## src/rtl/mem_access_stage.sv

```systemverilog
// MEM pipeline stage: Lw/Sw over a req/ack data port with timeout and alignment checks.
// Optional LL/SC support is enabled by defining LLBIT_EN.
module mem_access_stage #(
   parameter int unsigned TIMEOUT_CYC = 16
) (
   input  logic        clk,
   input  logic        rst,
   input  logic [5:0]  op_i,
   input  logic [31:0] regcData_i,
   input  logic        regcWrite_i,
   input  logic [4:0]  regcAddr_i,
   input  logic [31:0] memAddr_i,
   input  logic [31:0] memData_i,
   input  logic [31:0] excptype_i,
   input  logic [31:0] pc_i,
   input  logic        flush,
   output logic        dm_req,
   output logic        dm_we,
   output logic [31:0] dm_addr,
   output logic [31:0] dm_wdata,
   input  logic [31:0] dm_rdata,
   input  logic        dm_ack,
   output logic        stall,
   output logic [31:0] regData,
   output logic        regWrite,
   output logic [4:0]  regAddr,
   output logic [31:0] excptype_o,
   output logic [31:0] pc_o,
   output logic        llbit_o
);

   localparam logic [5:0] OP_LW = 6'h23;
   localparam logic [5:0] OP_SW = 6'h2b;
   localparam logic [7:0] LAST  = 8'(TIMEOUT_CYC - 1);

   typedef enum logic [1:0] {IDLE, WAIT, DONE} state_t;

   state_t      state;
   logic [7:0]  cnt;
   logic [31:0] rdata_q;
   logic        bus_err;
   logic        llbit;

   logic is_ll, is_sc;
   logic is_load, is_store, sc_fail;
   logic mem_op, no_exc, misalign, access;

`ifdef LLBIT_EN
   localparam logic [5:0] OP_LL = 6'h30;
   localparam logic [5:0] OP_SC = 6'h38;
   assign is_ll = (op_i == OP_LL);
   assign is_sc = (op_i == OP_SC);
`else
   assign is_ll = 1'b0;
   assign is_sc = 1'b0;
`endif

   assign is_load  = (op_i == OP_LW) | is_ll;
   assign is_store = (op_i == OP_SW) | (is_sc & llbit);
   assign sc_fail  = is_sc & ~llbit;
   assign mem_op   = is_load | is_store;
   assign no_exc   = (excptype_i == 32'h0);
   assign misalign = mem_op & no_exc & (|memAddr_i[1:0]);
   assign access   = mem_op & no_exc & ~(|memAddr_i[1:0]) & ~flush;

   assign regAddr = regcAddr_i;
   assign pc_o    = pc_i;
   assign llbit_o = llbit;

   always_comb begin
      stall = 1'b0;
      case (state)
         IDLE:    stall = access;
         WAIT:    stall = 1'b1;
         default: stall = 1'b0;
      endcase
   end

   always_comb begin
      regData    = regcData_i;
      regWrite   = regcWrite_i;
      excptype_o = excptype_i;
      case (state)
         IDLE: begin
            if (mem_op | sc_fail) begin
               regWrite = 1'b0;
               if (no_exc) begin
                  if (sc_fail) begin
                     regData  = 32'h0;
                     regWrite = 1'b1;
                  end else if (misalign) begin
                     excptype_o = is_store ? 32'h0000_0014 : 32'h0000_0010;
                  end
               end
            end
         end
         WAIT: regWrite = 1'b0;
         default: begin
            if (bus_err) begin
               regWrite   = 1'b0;
               excptype_o = 32'h0000_1000;
            end else if (is_sc) begin
               regData  = 32'h1;
               regWrite = 1'b1;
            end else if (is_load) begin
               regData = rdata_q;
            end else begin
               regWrite = 1'b0;
            end
         end
      endcase
      if (flush) regWrite = 1'b0;
   end

   always_ff @(posedge clk) begin
      if (rst) begin
         state    <= IDLE;
         cnt      <= 8'h0;
         rdata_q  <= 32'h0;
         bus_err  <= 1'b0;
         dm_req   <= 1'b0;
         dm_we    <= 1'b0;
         dm_addr  <= 32'h0;
         dm_wdata <= 32'h0;
      end else begin
         case (state)
            IDLE: begin
               bus_err <= 1'b0;
               if (access) begin
                  state    <= WAIT;
                  cnt      <= 8'h0;
                  dm_req   <= 1'b1;
                  dm_we    <= is_store;
                  dm_addr  <= {memAddr_i[31:2], 2'b00};
                  dm_wdata <= memData_i;
               end
            end
            WAIT: begin
               if (flush) begin
                  dm_req <= 1'b0;
                  state  <= IDLE;
               end else if (dm_ack) begin
                  rdata_q <= dm_rdata;
                  dm_req  <= 1'b0;
                  state   <= DONE;
               end else if (cnt == LAST) begin
                  dm_req  <= 1'b0;
                  bus_err <= 1'b1;
                  state   <= DONE;
               end else begin
                  cnt <= cnt + 8'h1;
               end
            end
            default: begin
               state   <= IDLE;
               bus_err <= 1'b0;
            end
         endcase
      end
   end

`ifdef LLBIT_EN
   // any reported exception, Eret included, breaks the LL/SC reservation
   always_ff @(posedge clk) begin
      if (rst) begin
         llbit <= 1'b0;
      end else if (excptype_o != 32'h0) begin
         llbit <= 1'b0;
      end else if (state == DONE && !flush) begin
         if (is_ll)      llbit <= 1'b1;
         else if (is_sc) llbit <= 1'b0;
      end
   end
`else
   assign llbit = 1'b0;
`endif

endmodule
```

## config.mk

```make
export PLATFORM = sky130hd
export DESIGN_NAME = mem_access_stage
export DESIGN_NICKNAME = d
export VERILOG_FILES = /design/src/rtl/mem_access_stage.sv
export SDC_FILE = /design/constraint.sdc
export NUM_CORES = 1
export LEC_CHECK = 0
export CAP_MARGIN = 0
export CORE_AREA = 2 2 147 149
export DETAILED_ROUTE_END_ITERATION = 6
export DIE_AREA = 0 0 149 151
export HOLD_SLACK_MARGIN = 0.02
export PLACE_DENSITY = 0.73
export SYNTH_ARGS = -nofsm -noshare
export SYNTH_HDL_FRONTEND = slang
export SYNTH_SLANG_ARGS = --single-unit
```

## constraint.sdc

```tcl
create_clock -name clk -period 1.89 [get_ports clk]
set_clock_uncertainty 0.1 [all_clocks]
set_input_delay 0.2835 -clock clk [delete_from_list [all_inputs] [get_ports clk]]
set_output_delay 0.2835 -clock clk [all_outputs]
set_load 0.005 [all_outputs]
```

Yosys cells after proc, flatten, opt, wreduce, memory -nomap -nowiden

Index checks and enable logic that the tools add are counted.

Bitwise gates (word level): 9
Mux-type cells: 30
Add/subtract/negate cells: 1
Eq/ne operators: 9
Reductions and logical operators: 12

Operators with widths:

| operator                                      | count |
|---|---|
| 2-to-1 mux 32 bit                             | 7 |
| one-hot mux 32 bit (2 select lines)           | 1 |
| zero test 32 bit                              | 1 |
| 2-to-1 mux 8 bit                              | 4 |
| one-hot mux 8 bit (2 select lines)            | 1 |
| == test 6 bit, second input constant          | 2 |
| AND reduction 3 bit                           | 3 |
| adder 8 x 1 -> 8 bit, second input constant   | 1 |
| == test 8 x 4 -> 1 bit, second input constant | 1 |
| 2-to-1 mux 1 bit                              | 8 |
| 2-to-1 mux 2 bit                              | 4 |
| != test 2 bit, second input constant          | 4 |
| one-hot mux 1 bit (2 select lines)            | 3 |
| OR reduction 2 bit                            | 3 |
| AND reduction 5 bit                           | 1 |
| AND 1 bit                                     | 4 |
| != test 4 bit, second input constant          | 1 |
| NOT 1 bit                                     | 4 |
| one-hot mux 2 bit (2 select lines)            | 1 |
| AND reduction 2 bit                           | 2 |
| 2-to-1 mux 3 bit                              | 1 |
| == test 2 x 1 -> 1 bit, second input constant | 1 |
| zero test 2 bit                               | 1 |
| nonzero test 2 bit                            | 1 |
| OR 1 bit                                      | 1 |

Register bits: 107

Depth between registers and ports, before layout

Word-level depth: 8
Mapped depth: 7
Mapped depth without buffers: 6

Worst setup path after synthesis

No wires, ideal clock.

Path kind: input to output
Start: input op_i[2]
End: output regData[10]
Required time: 1.507 ns
Cell stages on the path: 4
Arrival time: 1.496 ns
Setup slack: 0.010 ns
Cells stage by stage: nor4bb_1 > nand4_1 > clkbuf_1 > mux2_2

Cells in the longest elaborated chain, start to end: 4

Ends and longest elaborated chain:

| element           | line | source |
|---|---|---|
| start, declared   | 8    | `input logic [5:0] op_i,` |
| == test 6 bit     | 58   | `assign is_load = (op_i == OP_LW) \| is_ll;` |
| 2-to-1 mux 32 bit | 105  | `end else if (is_load) begin` |
| 2-to-1 mux 32 bit | 99   | `if (bus_err) begin` |
| 2-to-1 mux 32 bit | n/a  |  |
| end, declared     | 24   | `output logic [31:0] regData,` |

Every way passes these cells.

Final worst setup path

Start: input excptype_i[4]
End: output excptype_o[2]

Cells in the longest elaborated chain, start to end: 7

Ends and longest elaborated chain:

| element                                 | line | source |
|---|---|---|
| start, declared                         | 14   | `input logic [31:0] excptype_i,` |
| zero test 32 bit (*)                    | 62   | `assign no_exc = (excptype_i == 32'h0);` |
| AND 1 bit (2 in series)                 | 63   | `assign misalign = mem_op & no_exc & (\|memAddr_i[1:0]);` |
| 2-to-1 mux 32 bit                       | 91   | `end else if (misalign) begin` |
| 2-to-1 mux 32 bit (*)                   | 87   | `if (no_exc) begin` |
| 2-to-1 mux 32 bit (*)                   | 85   | `if (mem_op \| sc_fail) begin` |
| one-hot mux 32 bit (2 select lines) (*) | 83   | `case (state)` |
| end, declared                           | 27   | `output logic [31:0] excptype_o,` |

Mark *: on every way between the ends. The rest lies on a longest branch, timed or not.

==> qor.yml <==
grt:
  grt_start_max_net_pins: 56
  grt-ovfl-total: 0
  globalRouteTotalUtil_pct: 14.7
  grt_pass1_vias: 5161
  initial_antenna_violation_count: 0
  grt_first_pass_wirelength_mm: 26.3
sta:
  final_critical_delay_including_setup_and_external_delays_ps: 2150
  finalHoldWorstSlack_ps: 123
  final-setup-viol-count: 36
  timing.final.hold_violations: 0
  maxSlewViolCount: 0
  fin_crit_sh_pct: 114
  maximum_achievable_frequency_mhz: 465
  grt_setup_unrepaired: "true"
  worst_slack_ps: -259
final_layout:
  fraction_of_final_layout_cells_sized_beyond_drive_strength_1_pct: 31.8
  stdcell_count: 1190
  syn_to_final_growth_pct: 72.7
  final_design_area_no_fill_mm2: 0.00920
  fin_nets: 1120
  antenna-diode-count: 0
drt:
  wire_per_inst_um: 15.4
  post_drt_via_cell_ratio: 4.38
  drtPass1Iterations: 4
  drt-total-wl_mm: 18.3
  via_count: 5211
  drt_first_iter_violations: 197
  final_routed_drc_violation_total: 0
  ant_nets: 0
floorplanning:
  dieWidth_um: 149
  floorplan.rows: 53
  die_outline_height_um: 151
  fp.coreArea_mm2: 0.0208
  starting_density_pct: 25.6
  boundaryPins: 378
  die_area_mm2: 0.0225
critical_path:
  reg2reg_setup_slack_ps: 40
  reg2regPathDepth: 9
  timing.critical_path.arrival_ps: 1770
  crit_path_max_fanout: 2
  path_class: "in2out"
  timing.rr.start: "state[1]$_SDFFE_PP0P_"
  start_kind: "input pin"
  end_kind: "output pin"
  worst-endpoint-required_ps: 1510
  crit-reg2reg-capture: "dm_addr[4]$_SDFFE_PP0P_"
synthesis:
  number_of_unique_standard_cell_types_used_by_synthesis: 41
  synth_area_leader_cell: "dfxtp_1"
  sequential_share_of_the_synthesized_area_pct: 40.2
  synth-main-ff-cell: "dfxtp_1"
  synth_top_family_by_area: "simple AND/OR/NAND/NOR gates"
  total_of_flip_flops_plus_latches_after_synthesis: 107
  synth_edf_count: 0
  xor_and_xnor_fraction_of_the_mapped_netlist_area_pct: 0
  synth_simple_gate_area_share_pct: 25.7
  synth_compound_area_share_pct: 16.3
  netlist_instances: 621
  mux_cell_area_share_after_synthesis_pct: 6.76
  number_of_synthesis_warnings: 0
  yosys.cell_count.top_type: "nand2_1"
  postSynthAreaPerCell_um2: 8.58
  ys_async_sr_fraction_pct: 0
  netlist_top_cells_area: "dfxtp_1, nand2_1, a21oi_2, mux2_2, nand2_2"
  synth_adder_area_share_pct: 0.235
  yosys.area.top_type_share_pct: 40.2
  synth_top_cells_by_count: "nand2_1, dfxtp_1, a21oi_2"
  syn_area_mm2: 0.00533
clock_tree:
  maximum_level_of_the_cts_h_tree: 3
  clock_transition_at_path_regs_ps: 70
  clock_insertion_delay_worst_skew_ps: 340
  cts_buffers: 9
  cts.path.max_buffers: 2
  tritoncts: "yes"
  postCtsHoldBufs: 0
  clk_root_buffer_cell: "clkbuf_16"
  clkSinkCount: 107
min_path:
  worst_hold_path_type: "in2reg"
  hold_start: "rst"
  whs_endpoint: "state[0]$_SDFFE_PP0P_"
  hold-path-cell-count: 2
power:
  p_leak_nw: 3.50
  pwr_density_cell_mw_per_mm2: 537
  ir_drop_v: 0.000389
placement:
  place.detailed.instances: 1155
  gp_congestion: 0.768
  placed_area_mm2: 0.00851
  portBuffers: 300
  post-place-ws_ps: -1030
  detailedPlacementHpwl_mm: 12.3
status:
  failing_checks: "negative setup slack"
  status: "finished, violations left"
flow_run:
  maxCapViolations: 0
[cell usage in the layout (no fill, tap or decap), types with 4 or more instances in the layout]
master,netlist,layout
o21ai_0,7,4
a21oi_2,60,62
buf_2,3,33
dfxtp_1,107,105
clkbuf_16,0,13
buf_12,7,12
nor3_1,5,4
nand2_2,53,54
dlymetal6s2s_1,0,28
buf_4,40,32
nor4_2,0,6
a21oi_1,45,43
dlygate4sd2_1,0,18
mux2_2,32,29
nand2_1,149,147
clkdlybuf4s15_1,0,8
buf_16,0,4
and2_1,30,30
nor2_1,7,7
clkdlybuf4s50_1,0,197
buf_6,0,17
[routing by layer]
| metal | vias to the layer above | share of wire (%) | routed length (um) | global-route usage [%] |
|---|---|---|---|---|
| met5 | - | 0 | 0 | 0 |
| met4 | 0 | 2.5 | 460 | 5.71 |
| met3 | 23 | 8.0 | 1460 | 5.03 |
| met2 | 204 | 50 | 9110 | 25.6 |
| met1 | 2399 | 40 | 7280 | 16.6 |
| li1 | 2585 | - | - | - |
[worst max-delay path by stage]
stage,start,cells past startpoint,slack (ps),end
final,excptype_i[4],8,-260,excptype_o[2]
after global routing,excptype_i[13],8,-380,excptype_o[2]
after CTS,op_i[4],11,-480,regData[5]
after detailed placement,op_i[5],7,-1030,regData[30]
after global placement,op_i[5],7,-1020,regData[30]
after floorplan,op_i[2],4,10,regData[10]
[what timing repair did]
item | CTS | global route
pin swaps | 16 | 17
endpoints found under the setup margin | 139 | 131
setup buffers | 10 | 7
resized for setup | 244 | 60
gates cloned | 5 | 5
[state kept, by name (all words and copies together), names as in the netlist]
signal / flops
dm_wdata: 32
rdata_q: 32
dm_addr: 30
cnt: 8
state: 2
bus_err: 1
dm_req: 1
dm_we: 1
[report_power, final]
part           total (mW)  internal (mW)  leakage (nW)    switching [mW]
clock                2.05           1.19         0.148             0.855
sequential           2.25           2.25         0.863  0.00000000000148
combinational       0.644          0.437          2.49             0.207
[per-stage QoR]
| step | util [%] | power (mW) | setup TNS [ps] |
|---|---|---|---|
| after floorplan | - | 2.50 | 0 |
| final | 44.2 | 4.94 | -7690 |
| after CTS | 42.9 | 5.03 | -19620 |
| after detailed placement | 40.9 | 2.99 | -80300 |
| after global routing | 44.2 | 5.15 | -11290 |
| after global placement | 40.9 | 2.99 | -79470 |
[area by class of cell]
type | count | area [um2]
clock inverters | 4 | 75.1
multi-input cells | 434 | 2750
well taps | 275 | 344
clock buffers | 11 | 243
flip-flops and latches | 107 | 2150
repair buffers | 356 | 3630
inverters | 3 | 11.3
fillers | 2034 | 11600
[critical path, cell delays in order]
cell and delay, ps:
clkdlybuf4s15_1 190, or4_4 510, nor2_4 130, and3_4 190, o211ai_1 100, buf_4 150
o21ai_2 90, buf_2 110
[logic make-up (layout without fill, tap and decap cells)]
family | Yosys count | in the layout
mux | 32 | 32
buf+inv | 82 | 374
flops | 107 | 107
simple gates | 276 | 276
other cells | 1 | 3
compound gates | 122 | 122
fa+ha+maj | 1 | 1
Power figures use the tool's default switching activity.
